### config.mk
export PLATFORM = sky130hd
export DESIGN_NAME = regwrite_arbiter_flat
export DESIGN_NICKNAME = d
export VERILOG_FILES = /design/src/rtl/regwrite_arbiter_if.sv /design/src/rtl/regwrite_arbiter.sv /design/src/flat_wrapper.sv
export SDC_FILE = /design/constraint.sdc
export NUM_CORES = 1
export LEC_CHECK = 0
export ABC_AREA = 1
export CAP_MARGIN = 10
export CORE_AREA = 2 2 96 52
export DETAILED_ROUTE_END_ITERATION = 6
export DIE_AREA = 0 0 98 54
export GPL_TIMING_DRIVEN = 0
export PLACE_DENSITY = 0.93
export SYNTH_ARGS = -nofsm -noshare
export SYNTH_HDL_FRONTEND = slang
export SYNTH_SLANG_ARGS = --single-unit
export TNS_END_PERCENT = 50
### constraint.sdc
create_clock -name clk -period 3.6 [get_ports clk]
set_input_delay 0.36 -clock clk [delete_from_list [all_inputs] [get_ports clk]]
set_output_delay 0.36 -clock clk [all_outputs]
set_load 0.05 [all_outputs]
### src/rtl/regwrite_arbiter_if.sv
// Writeback bus shared by the ALU/load sources, the arbiter and the register file.
// Also carries the issue-stage claim port and the hazard scoreboard view.
interface regwrite_arbiter_if #(
    parameter int unsigned DW = 16,
    parameter int unsigned AW = 3
);
    localparam int unsigned NREG = 1 << AW;

    logic            a_valid;
    logic [AW-1:0]   a_reg;
    logic [DW-1:0]   a_data;
    logic            a_ready;

    logic            b_valid;
    logic [AW-1:0]   b_reg;
    logic [DW-1:0]   b_data;
    logic            b_ready;

    logic            wr_en;
    logic [AW-1:0]   wr_reg;
    logic [DW-1:0]   wr_data;

    logic [15:0]     conflict_cnt;

    logic            claim_valid;
    logic [AW-1:0]   claim_reg;
    logic [NREG-1:0] pending;

    // Requesters, issue stage and register file side.
    modport master (
        output a_valid, a_reg, a_data, b_valid, b_reg, b_data, claim_valid, claim_reg,
        input  a_ready, b_ready, wr_en, wr_reg, wr_data, conflict_cnt, pending
    );

    // Arbiter side.
    modport slave (
        input  a_valid, a_reg, a_data, b_valid, b_reg, b_data, claim_valid, claim_reg,
        output a_ready, b_ready, wr_en, wr_reg, wr_data, conflict_cnt, pending
    );
endinterface

### src/rtl/regwrite_arbiter.sv
// Round-robin arbiter sharing the register file write port between the ALU (A)
// and the load unit (B). Optional destination scoreboard enabled by the macro
// REGARB_SCOREBOARD_EN; with it undefined, pending is tied to zero.
module regwrite_arbiter #(
    parameter int unsigned DW = 16,
    parameter int unsigned AW = 3
) (
    input  logic               clk,
    input  logic               rst_n,
    regwrite_arbiter_if.slave  bus
);
    localparam int unsigned NREG = 1 << AW;
    localparam int unsigned CW   = 16;
    localparam logic [CW-1:0] CNT_MAX = '1;

    typedef enum logic {
        PRIO_A = 1'b0,
        PRIO_B = 1'b1
    } prio_e;

    prio_e           r_prio;
    prio_e           w_prio_next;
    logic            w_a_grant;
    logic            w_b_grant;

    logic            r_wr_en;
    logic [AW-1:0]   r_wr_reg;
    logic [DW-1:0]   r_wr_data;
    logic [CW-1:0]   r_conflict_cnt;

    // Priority register: A wins the first contested cycle after reset.
    always_ff @(posedge clk) begin
        if (!rst_n) begin
            r_prio <= PRIO_A;
        end else begin
            r_prio <= w_prio_next;
        end
    end

    // Grant decision and round-robin update; readies held low during reset.
    always_comb begin
        w_a_grant   = 1'b0;
        w_b_grant   = 1'b0;
        w_prio_next = r_prio;
        if (rst_n) begin
            if (bus.a_valid && (!bus.b_valid || r_prio == PRIO_A)) begin
                w_a_grant = 1'b1;
            end else if (bus.b_valid) begin
                w_b_grant = 1'b1;
            end
        end
        if (w_a_grant) begin
            w_prio_next = PRIO_B;
        end else if (w_b_grant) begin
            w_prio_next = PRIO_A;
        end
    end

    assign bus.a_ready = w_a_grant;
    assign bus.b_ready = w_b_grant;

    // Registered write triple and saturating contention counter.
    always_ff @(posedge clk) begin
        if (!rst_n) begin
            r_wr_en        <= 1'b0;
            r_wr_reg       <= '0;
            r_wr_data      <= '0;
            r_conflict_cnt <= '0;
        end else begin
            r_wr_en <= w_a_grant | w_b_grant;
            if (w_a_grant) begin
                r_wr_reg  <= bus.a_reg;
                r_wr_data <= bus.a_data;
            end else if (w_b_grant) begin
                r_wr_reg  <= bus.b_reg;
                r_wr_data <= bus.b_data;
            end
            if (bus.a_valid && bus.b_valid && r_conflict_cnt != CNT_MAX) begin
                r_conflict_cnt <= r_conflict_cnt + CW'(1);
            end
        end
    end

    assign bus.wr_en        = r_wr_en;
    assign bus.wr_reg       = r_wr_reg;
    assign bus.wr_data      = r_wr_data;
    assign bus.conflict_cnt = r_conflict_cnt;

`ifdef REGARB_SCOREBOARD_EN
    logic [NREG-1:0] r_pending;
    logic [NREG-1:0] w_clr_mask;
    logic [NREG-1:0] w_set_mask;

    // Claim sets a bit, a completing write clears it; set applied last so it wins.
    always_comb begin
        w_clr_mask = '0;
        w_set_mask = '0;
        if (r_wr_en) begin
            w_clr_mask[r_wr_reg] = 1'b1;
        end
        if (bus.claim_valid) begin
            w_set_mask[bus.claim_reg] = 1'b1;
        end
    end

    // Outstanding-write scoreboard.
    always_ff @(posedge clk) begin
        if (!rst_n) begin
            r_pending <= '0;
        end else begin
            r_pending <= (r_pending & ~w_clr_mask) | w_set_mask;
        end
    end

    assign bus.pending = r_pending;
`else
    logic w_unused_claim;
    assign w_unused_claim = ^{bus.claim_valid, bus.claim_reg};
    assign bus.pending    = '0;
`endif

endmodule

### src/flat_wrapper.sv
// flat-port wrapper written by rule: the top's interface ports become plain ports
module regwrite_arbiter_flat 
#(
    parameter int unsigned DW = 16,
    parameter int unsigned AW = 3
)
  (clk, rst_n, bus_a_valid, bus_a_reg, bus_a_data, bus_b_valid, bus_b_reg, bus_b_data, bus_claim_valid, bus_claim_reg, bus_a_ready, bus_b_ready, bus_wr_en, bus_wr_reg, bus_wr_data, bus_conflict_cnt, bus_pending);
  regwrite_arbiter_if #(.DW(DW), .AW(AW)) bus_i ();
  input  logic clk;
  input  logic rst_n;
  input wire logic [$bits(bus_i.a_valid)-1:0] bus_a_valid;
  input wire logic [$bits(bus_i.a_reg)-1:0] bus_a_reg;
  input wire logic [$bits(bus_i.a_data)-1:0] bus_a_data;
  input wire logic [$bits(bus_i.b_valid)-1:0] bus_b_valid;
  input wire logic [$bits(bus_i.b_reg)-1:0] bus_b_reg;
  input wire logic [$bits(bus_i.b_data)-1:0] bus_b_data;
  input wire logic [$bits(bus_i.claim_valid)-1:0] bus_claim_valid;
  input wire logic [$bits(bus_i.claim_reg)-1:0] bus_claim_reg;
  output wire logic [$bits(bus_i.a_ready)-1:0] bus_a_ready;
  output wire logic [$bits(bus_i.b_ready)-1:0] bus_b_ready;
  output wire logic [$bits(bus_i.wr_en)-1:0] bus_wr_en;
  output wire logic [$bits(bus_i.wr_reg)-1:0] bus_wr_reg;
  output wire logic [$bits(bus_i.wr_data)-1:0] bus_wr_data;
  output wire logic [$bits(bus_i.conflict_cnt)-1:0] bus_conflict_cnt;
  output wire logic [$bits(bus_i.pending)-1:0] bus_pending;
  assign bus_i.a_valid = bus_a_valid;
  assign bus_i.a_reg = bus_a_reg;
  assign bus_i.a_data = bus_a_data;
  assign bus_i.b_valid = bus_b_valid;
  assign bus_i.b_reg = bus_b_reg;
  assign bus_i.b_data = bus_b_data;
  assign bus_i.claim_valid = bus_claim_valid;
  assign bus_i.claim_reg = bus_claim_reg;
  assign bus_a_ready = bus_i.a_ready;
  assign bus_b_ready = bus_i.b_ready;
  assign bus_wr_en = bus_i.wr_en;
  assign bus_wr_reg = bus_i.wr_reg;
  assign bus_wr_data = bus_i.wr_data;
  assign bus_conflict_cnt = bus_i.conflict_cnt;
  assign bus_pending = bus_i.pending;
  regwrite_arbiter #(.DW(DW), .AW(AW)) u_core (.clk(clk), .rst_n(rst_n), .bus(bus_i));
endmodule
# After elaboration in Yosys (flattened, before gate mapping)
# Index checks and enable logic that the tools add are counted.
# op_classes
n_addsub	1
reduce_logical	6
n_mux	11
n_eq_ne	1
n_bitwise	2
# ops
op	n
16-bit two-way mux	2
16-bit by 1-bit adder with 16-bit output (second input constant)	1
16-bit != test (second input constant)	1
1-bit two-way mux	7
3-bit two-way mux	2
1-bit logical AND	3
2-bit nonzero test	1
1-bit zero test	1
1-bit logical OR	1
1-bit inverter	1
1-bit OR	1
# word_totals
wordCells	26
inputBits	46
ff_bits	37
out_inout_bits	46

# Longest topological paths before layout
# Gate-level depths: netlist (run 1).
# logic_depth
depth_word	7
mapped_depth	9
depth_no_buf	9

# Worst setup path before layout (run 1)
# Ideal clock, no wire load.
# synth_timing
kind	flip-flop to flip-flop
startpoint	reg u_core.r_conflict_cnt[0], in the netlist u_core.bus.conflict_cnt[0]
endpoint	reg u_core.r_conflict_cnt[9], in the netlist u_core.bus.conflict_cnt[9]
path_buffers	0
synth_period_minus_slack_ns	1.763
stages_incl_launch_ff	9
setup_slack_ns	1.837
required_ns	3.483
setup_ns	0.117
arrival_time_ns	1.646
path_cell_list	dfxtp_1 ha_1 inv_1 nor2_2 nand2_2 nor2_8 inv_2 a21oi_1 nor2_1
# synth_between
elab_chain_cells	2
word_cells_on_any_way	3
classes_between	add/sub (1); eq/ne (1); reduce/logical (1)
# synth_rtl
item	line	text
start, declared	regwrite_arbiter.sv:29	logic [CW-1:0] r_conflict_cnt;
start signal, assigned	regwrite_arbiter.sv:79	r_conflict_cnt <= r_conflict_cnt + CW'(1);
parallel branches: the longest is 2 deep, another holds 16-bit by 1-bit adder with 16-bit output	--	
# Several ways; the timed one is not identified.
# A chain may end at the register's enable or synchronous reset.

# Final worst setup path (run 1)
# layout_timing
startpoint	in rst_n
endpoint	out bus_a_ready
# layout_between
elab_chain_cells	1
# layout_rtl
item	line	text
start, declared	flat_wrapper.sv:10	input logic rst_n;
1-bit two-way mux	regwrite_arbiter.sv:45	if (rst_n) begin
end, declared	flat_wrapper.sv:19	output wire logic [$bits(bus_i.a_ready)-1:0] bus_a_ready;
# No other way between the ends.

==> metrics.md, run 1 <==
| Metric | Value |
|---|---|
| Run status | `finished, final reports clean` |
| Max FO, Critical Path | `10` |
| Max Cap Violations | `0` |
| Io pins | `92` |
| Clock buffer count from CTS | `5` |
| Total power | `approximately 1.0 mW` |
| Top post-synthesis cells by count | `nand2_1 (78), nor2_1 (62), dfxtp_1 (37), inv_1 (14), nand3_1 (13)` |
| Post-synthesis cell area | `1840 um2` |
| WHS Path Cells | `2` |
| Skew-Pair Late Insertion Delay | `around 0.28 ns` |
| Peak supply drop | `0.000233 V` |
| Placed wire-length estimate | `4.11 mm` |
| Crit start category | `input pin` |
| Ranking of synthesized cells by area | `dfxtp_1 (40%), nand2_1 (16%), nor2_1 (13%), o221ai_1 (4.3%), buf_4 (4.1%)` |
| Endpoint class of the critical path | `primary output` |
| Post-synth top area share | `approximately two fifths` |
| DR vias | `about 2.1k` |
| Slew Limit Fails | `0` |
| Syn_area_per_cell | `between 6 and 7 um2` |
| Critical path arrival | `2.29 ns` |
| Setup violators final | `0` |
| Global-route wire length before repair | `~8.6 mm` |
| Routability congestion estimate from global placement | `~0.96` |
| Post-CTS Hold Buffers | `0` |
| Ys Warns | `0` |
| Top FF cell, synth | `dfxtp_1` |
| H-tree Lvls | `2` |
| Most numerous cell in the Yosys netlist | `nand2_1` |
| Critical Path Slowest Stage Cell | `clkdlybuf4s50_1` |
| Final nets | `413` |
| Clock sink total | `37` |
| Antenna violations before repair | `0` |
| Clock transition at the registers of the reported paths | `roughly 0.070 ns` |
| Root Buffer | `clkbuf_8` |
| Sequential area share after synthesis | `40.3%` |
| CP bufs+invs | `5` |
| Hold Path Class | `register to register` |
| Layout cells sized above 1 | `just under 9%` |
| RSZ-0062 raised after global routing | `no` |
| Post-route DRC | `0` |
| Placed Cells | `419` |
| All-Layer GR Usage | `between 20% and 30%` |
| HP Start | `u_core.bus.wr_data[7]$_SDFFE_PN0P_` |
| Pin count of the biggest net entering global routing | `12` |
| Synthesis-to-layout area growth | `54.1%` |
| Post-synth EDFFs | `0` |
| WP data required | `between 3 and 4 ns` |
| CTS max path bufs | `2` |
| Worst reg2reg path depth | `8` |
| Port Buffers | `79` |
| Postcts setup bufs | `0` |
| DR pass1 iterations | `4` |
| Die X | `just under 100 um` |
| Row count | `18` |
| Total gr overflow | `0` |
| Most used cell, CP | `clkdlybuf4s50_1` |
| PwrDens | `between 300 and 400 nW/um2` |
| Flops & latches, synth | `37` |
| Vias in the first global route | `just under 2k` |
| Fin crit share | `between 70% and 80%` |
| Routed Antenna Nets | `0` |
| Fin cells | `427` |
| Starting DRC count in detailed routing | `94` |
| CTS tree | `built` |
| Die area | `between 5000 and 6000 um2` |
| Die height | `around 54 um` |
| Hold_ws | `between 0.4 and 0.5 ns` |
| Cell taking the most area after synthesis | `dfxtp_1` |
| Via density | `between 4 and 5` |
| Worst path cell trace | `clkdlybuf4s50_1 > buf_4 > nand3_1 > inv_1 > buf_2 > clkdlybuf4s50_1` |
| Worst Tran Pin Value | `approximately 0.52 ns` |
| Routed WL | `5.20 mm` |
| Post-cts repair resize count | `0` |
| Crit-path max cell delay | `just over 0.8 ns` |
| Reg2reg start | `u_core.bus.conflict_cnt[0]$_SDFFE_PN0P_` |
| Relative slew slack | `about two thirds` |
| Async SR Flop Fraction | `0%` |
| Final Hold Fails | `0` |
| Number of diodes | `0` |
| WL/cell | `about 12 um` |
| Yosys cell types | `22` |
| Fmax | `377 MHz` |
| Period minus WS final | `about 2.6 ns` |
| Leak pwr | `about 1.2 nW` |
| Crit Path Class | `input pin to primary output` |
| Core Footprint | `roughly 4600 um2` |
| Critical path's top delay family | `buffers and inverters` |
| Initial Util | `about 40%` |
| Clock Skews | `between 0.006 and 0.007 ns` |
| Stages on worst setup path | `6` |
| Crit path launch | `rst_n` |
| TNS Setup | `0 ns` |
| Cells after Synth | `between 200 and 300` |
## path summary, 6_finish.rpt
path,slack (ns),end
worst max-delay path,0.95,bus_a_ready
worst min-delay path,0.48,u_core.bus.wr_data[7]$_SDFFE_PN0P_
worst max register to register,1.95,u_core.bus.conflict_cnt[13]$_SDFFE_PN0P_
worst min register to register,0.48,u_core.bus.wr_data[7]$_SDFFE_PN0P_
## worst min-delay path, delay by kind of cell (launching register included)
| family | cells | cell delay (ns) |
|---|---|---|
| flops | 1 | 0.33 |
| simple gates | 2 | 0.13 |
## report_power, final
| part | leakage [nW] | internal [mW] | switching, mW |
|---|---|---|---|
| Clock | 0.0542 | 0.173 | 0.144 |
| Sequential | 0.303 | 0.433 | 0.0126 |
| Combinational | 0.812 | 0.108 | 0.166 |
## area by class of cell
| class | count | area (um2) |
|---|---|---|
| well taps | 60 | 75.1 |
| flip-flops and latches | 37 | 741 |
| fillers | 430 | 1740 |
| clock buffers | 7 | 96.3 |
| plain buffers | 19 | 114 |
| clock inverters | 1 | 5.00 |
| repair buffers | 79 | 791 |
| multi-input cells | 209 | 953 |
| inverters | 15 | 56.3 |
## metal layers
layer | vias to the layer above | share of wire [%] | GRT usage, %
li1 | 1051 | - | -
met1 | 963 | 46 | 25.9
met2 | 79 | 44 | 35.6
met3 | 4 | 9.7 | 7.53
met4 | 0 | 0.40 | 3.47
met5 | - | 0 | 0
## logic make-up (layout without fill, tap and decap cells)
kind of cell	Yosys count	count (layout)	share of synthesized area, %
other	1	8	0.204
AO/OA/AOI/OAI	35	35	12.3
buffers and inverters	34	121	9.26
AND/OR/NAND/NOR	165	165	37.2
flip-flops	37	37	40.3
adder cells (fa/ha/maj)	1	1	0.681
## placed cells by master, fill, tap and decap left out, types with 4 or more instances in the layout
cell             count
a21oi_1              5
a31oi_1             10
buf_2                4
buf_4               10
clkbuf_1             5
clkbuf_8             7
clkdlybuf4s50_1     79
conb_1               8
dfxtp_1             37
inv_1               14
nand2_1             78
nand3_1             13
nor2_1              62
nor2_2               5
o21ai_0             10
o221ai_1             9
## through the flow
| step | utilization, % | cell area [um2] | setup WS, ns |
|---|---|---|---|
| finish | 61.9 | 2830 | 0.950 |
| global route | 61.9 | 2830 | 0.857 |
| CTS | 61.9 | 2830 | 0.950 |
| detailed placement | 59.7 | 2730 | 0.954 |
| global placement | 59.7 | 2730 | 0.996 |
| floorplan | - | 1860 | 1.84 |
Note: power is estimated with default switching activity, not from simulation.
==> run 2: changes to the inputs <==
--- a/config.mk
+++ b/config.mk
@@ -7,11 +7,11 @@
 export LEC_CHECK = 0
 export ABC_AREA = 1
 export CAP_MARGIN = 10
-export CORE_AREA = 2 2 96 52
+export CORE_AREA = 2 2 105 56
 export DETAILED_ROUTE_END_ITERATION = 6
-export DIE_AREA = 0 0 98 54
+export DIE_AREA = 0 0 107 58
 export GPL_TIMING_DRIVEN = 0
-export PLACE_DENSITY = 0.93
+export PLACE_DENSITY = 0.84
 export SYNTH_ARGS = -nofsm -noshare
 export SYNTH_HDL_FRONTEND = slang
 export SYNTH_SLANG_ARGS = --single-unit
==> constraint.sdc (replaced) <==
create_clock -name clk -period 2.2 [get_ports clk]
set_input_delay 0.22 -clock clk [delete_from_list [all_inputs] [get_ports clk]]
set_output_delay 0.22 -clock clk [all_outputs]
set_load 0.05 [all_outputs]
==> run 2 against run 1 <==
Against the previous run: clock skew up 0.0012 ns; critical path depth unchanged; power up 63%; combinational power is 63% higher; via count down 1.0%; first-iteration DRC count is 1.1% lower; final cell count is 3.0% higher; global-route usage decreased by 3.1 points; count of clock-buffer cells in the layout is the same; cell area rose by 0.53%; worst hold slack better by 0.0056 ns; register-to-register slack worse by 1.3 ns; largest cell class unchanged.
==> metrics.md, run 2 (same netlist as run 1, synthesis figures left out) <==
| Metric | Value |
|---|---|
| Run status | `finished, final reports clean` |
| WP data required | `1.98 ns (-1.26 ns)` |
| CTS max path bufs | `2 (unchanged)` |
| Global-route wire length before repair | `8.63 mm (+0.49%)` |
| Postcts setup bufs | `0 (unchanged)` |
| Worst Tran Pin Value | `0.515 ns (-0.00100 ns)` |
| Skew-Pair Late Insertion Delay | `0.28 ns (about the same)` |
| Layout cells sized above 1 | `8.72% (unchanged)` |
| Row count | `19 (+1)` |
| Fin crit share | `between 90 and 100%` |
| Starting DRC count in detailed routing | `93 (-1.1%)` |
| Initial Util | `34.7% (-5.5 points)` |
| RSZ-0062 raised after global routing | `no` |
| H-tree Lvls | `2 (unchanged)` |
| Hold_ws | `0.487 ns (+0.00559 ns)` |
| Port Buffers | `79 (unchanged)` |
| Relative slew slack | `65.6% (+0.067 points)` |
| Routability congestion estimate from global placement | `0.849 (-11%)` |
| Placed wire-length estimate | `4.09 mm (-0.53%)` |
| Final Hold Fails | `0 (unchanged)` |
| Critical path arrival | `1.86 ns (-0.43 ns)` |
| Crit start category | `input pin` |
| Max FO, Critical Path | `10 (unchanged)` |
| Peak supply drop | `0.000301 V (+29%)` |
| Setup violators final | `0 (unchanged)` |
| Critical Path Slowest Stage Cell | `clkdlybuf4s15_1` |
| Max Cap Violations | `0 (unchanged)` |
| Routed WL | `5.14 mm (-1.1%)` |
| FF-to-FF setup slack | `0.66 ns (-1.29 ns)` |
| Worst setup endpoint | `bus_a_ready` |
| Clock transition at the registers of the reported paths | `0.07 ns (about the same)` |
| Io pins | `92 (unchanged)` |
| Most frequent cells in the layout | `nand2_1 (78), clkdlybuf4s50_1 (77), nor2_1 (62)` |
| Slew Limit Fails | `0 (unchanged)` |
| Number of diodes | `0 (unchanged)` |
| Fin cells | `440 (+3.0%)` |
| Root Buffer | `clkbuf_8` |
| HP Start | `u_core.bus.wr_data[2]$_SDFFE_PN0P_` |
| Fmax | `480 MHz` |
| WL/cell | `11.7 um (-4.1%)` |
| DR vias | `2076 (-1.0%)` |
| Leak pwr | `1.17 nW (+0.40%)` |
| Reg2reg start | `u_core.bus.conflict_cnt[0]$_SDFFE_PN0P_` |
| Crit Path Class | `input pin to primary output` |
| Clock Skews | `0.00785 ns (+0.00116 ns)` |
| PwrDens | `594 nW/um2 (+62%)` |
| Die height | `58 um (+7.4%)` |
| DR pass1 iterations | `5 (+1)` |
| Die X | `107 um (+9.2%)` |
| CTS tree | `built` |
| Vias in the first global route | `1917 (-0.88%)` |
| Pin count of the biggest net entering global routing | `12 (unchanged)` |
| Antenna violations before repair | `0 (unchanged)` |
| Die area | `6210 um2 (+17%)` |
| Endpoint class of the critical path | `primary output` |
| All-Layer GR Usage | `17.6% (-3.1 points)` |
| Synthesis-to-layout area growth | `54.9%` |
| Reg2reg end | `u_core.bus.conflict_cnt[0]$_SDFFE_PN0P_` |
| Period minus WS final | `2.08 ns` |
| Clock sink total | `37 (unchanged)` |
| Clock buffer count from CTS | `5 (unchanged)` |
| Total power | `1.69 mW (+63%)` |
| Hold Path Class | `register to register` |
| Via density | `4.72 (-3.9%)` |
| Core Footprint | `5300 um2 (+16%)` |
| Worst reg2reg path depth | `9 (+1)` |
| Crit-path max cell delay | `0.53 ns (-0.30 ns)` |
| Final nets | `413 (unchanged)` |
| Commonest non-fill, non-tap cell in the layout | `nand2_1` |
| Crit path launch | `rst_n` |
| Placed Cells | `432 (+3.1%)` |
| Routed Antenna Nets | `0 (unchanged)` |
| Post-route DRC | `0 (unchanged)` |
| Total gr overflow | `0 (unchanged)` |
| Worst path cell trace | `clkdlybuf4s50_1 > buf_4 > nand3_1 > inv_1 > buf_2 > clkdlybuf4s15_1` |
==> run 2: cell types whose count changed in the layout (fill, tap and decap cells not counted) <==
cell             change
clkdlybuf4s50_1      -2
clkdlybuf4s15_1      +1
dlygate4sd2_1        +1
==> run 2: critical path: cells and delay by family <==
| family | cells | cell delay [ns] |
|---|---|---|
| buffers and inverters | 5 | 1.50 |
| and+or+nand+nor | 1 | 0.14 |
==> run 2: what timing repair did <==
action / in CTS / in global routing
endpoints found under the setup margin: 2 / 1
gates resized for setup: 2 / 1
hold buffers: 0 / 0
==> run 2: metal layers <==
metal | global-route usage [%] | wire length, um | vias to the layer above
met1 | 22.9 | 2510 | 934
met2 | 28.5 | 2140 | 83
met3 | 6.30 | 462 | 2
met4 | 3.71 | 30 | 0
li1 | - | - | 1057
met5 | 0 | 0 | -
==> run 2: power breakdown <==
part	total, mW	leakage [nW]	switching [mW]	internal, mW
sequential	0.727	0.303	0.0193	0.708
combinational	0.446	0.816	0.270	0.176
clock	0.518	0.0542	0.235	0.283
total	1.69	1.17	0.524	1.17
==> run 2: worst min path at each step <==
stage	end	slack (ns)	cells after the start
3_3_place_gp	u_core.bus.wr_data[2]$_SDFFE_PN0P_	0.47	2
4_1_cts	u_core.bus.wr_reg[0]$_SDFFE_PN0P_	0.49	2
6_report	u_core.bus.wr_data[2]$_SDFFE_PN0P_	0.49	2
2_1_floorplan	u_core.r_prio$_SDFFE_PN0P_	0.36	1
5_1_grt	u_core.bus.wr_data[0]$_SDFFE_PN0P_	0.50	3
3_5_place_dp	u_core.bus.wr_reg[0]$_SDFFE_PN0P_	0.47	2
==> run 2: cell type report <==
class	count	area, um2
plain buffers	19	114
clock buffers	7	96.3
clock inverters	1	5.00
fillers	525	2450
inverters	15	56.3
multi-input cells	209	953
flip-flops and latches	37	741
well taps	73	91.3
repair buffers	79	790
==> run 2: per-stage QoR <==
step	setup WS, ns	util (%)	TNS, ns	cell area, um2
after detailed placement	-0.186	51.8	-0.276	2750
after global placement	-0.139	51.8	-0.192	2750
after floorplan	0.437	-	0	1860
after global routing	0.00856	53.7	0	2850
final	0.116	53.7	0	2850
after CTS	0.0950	53.7	0	2850
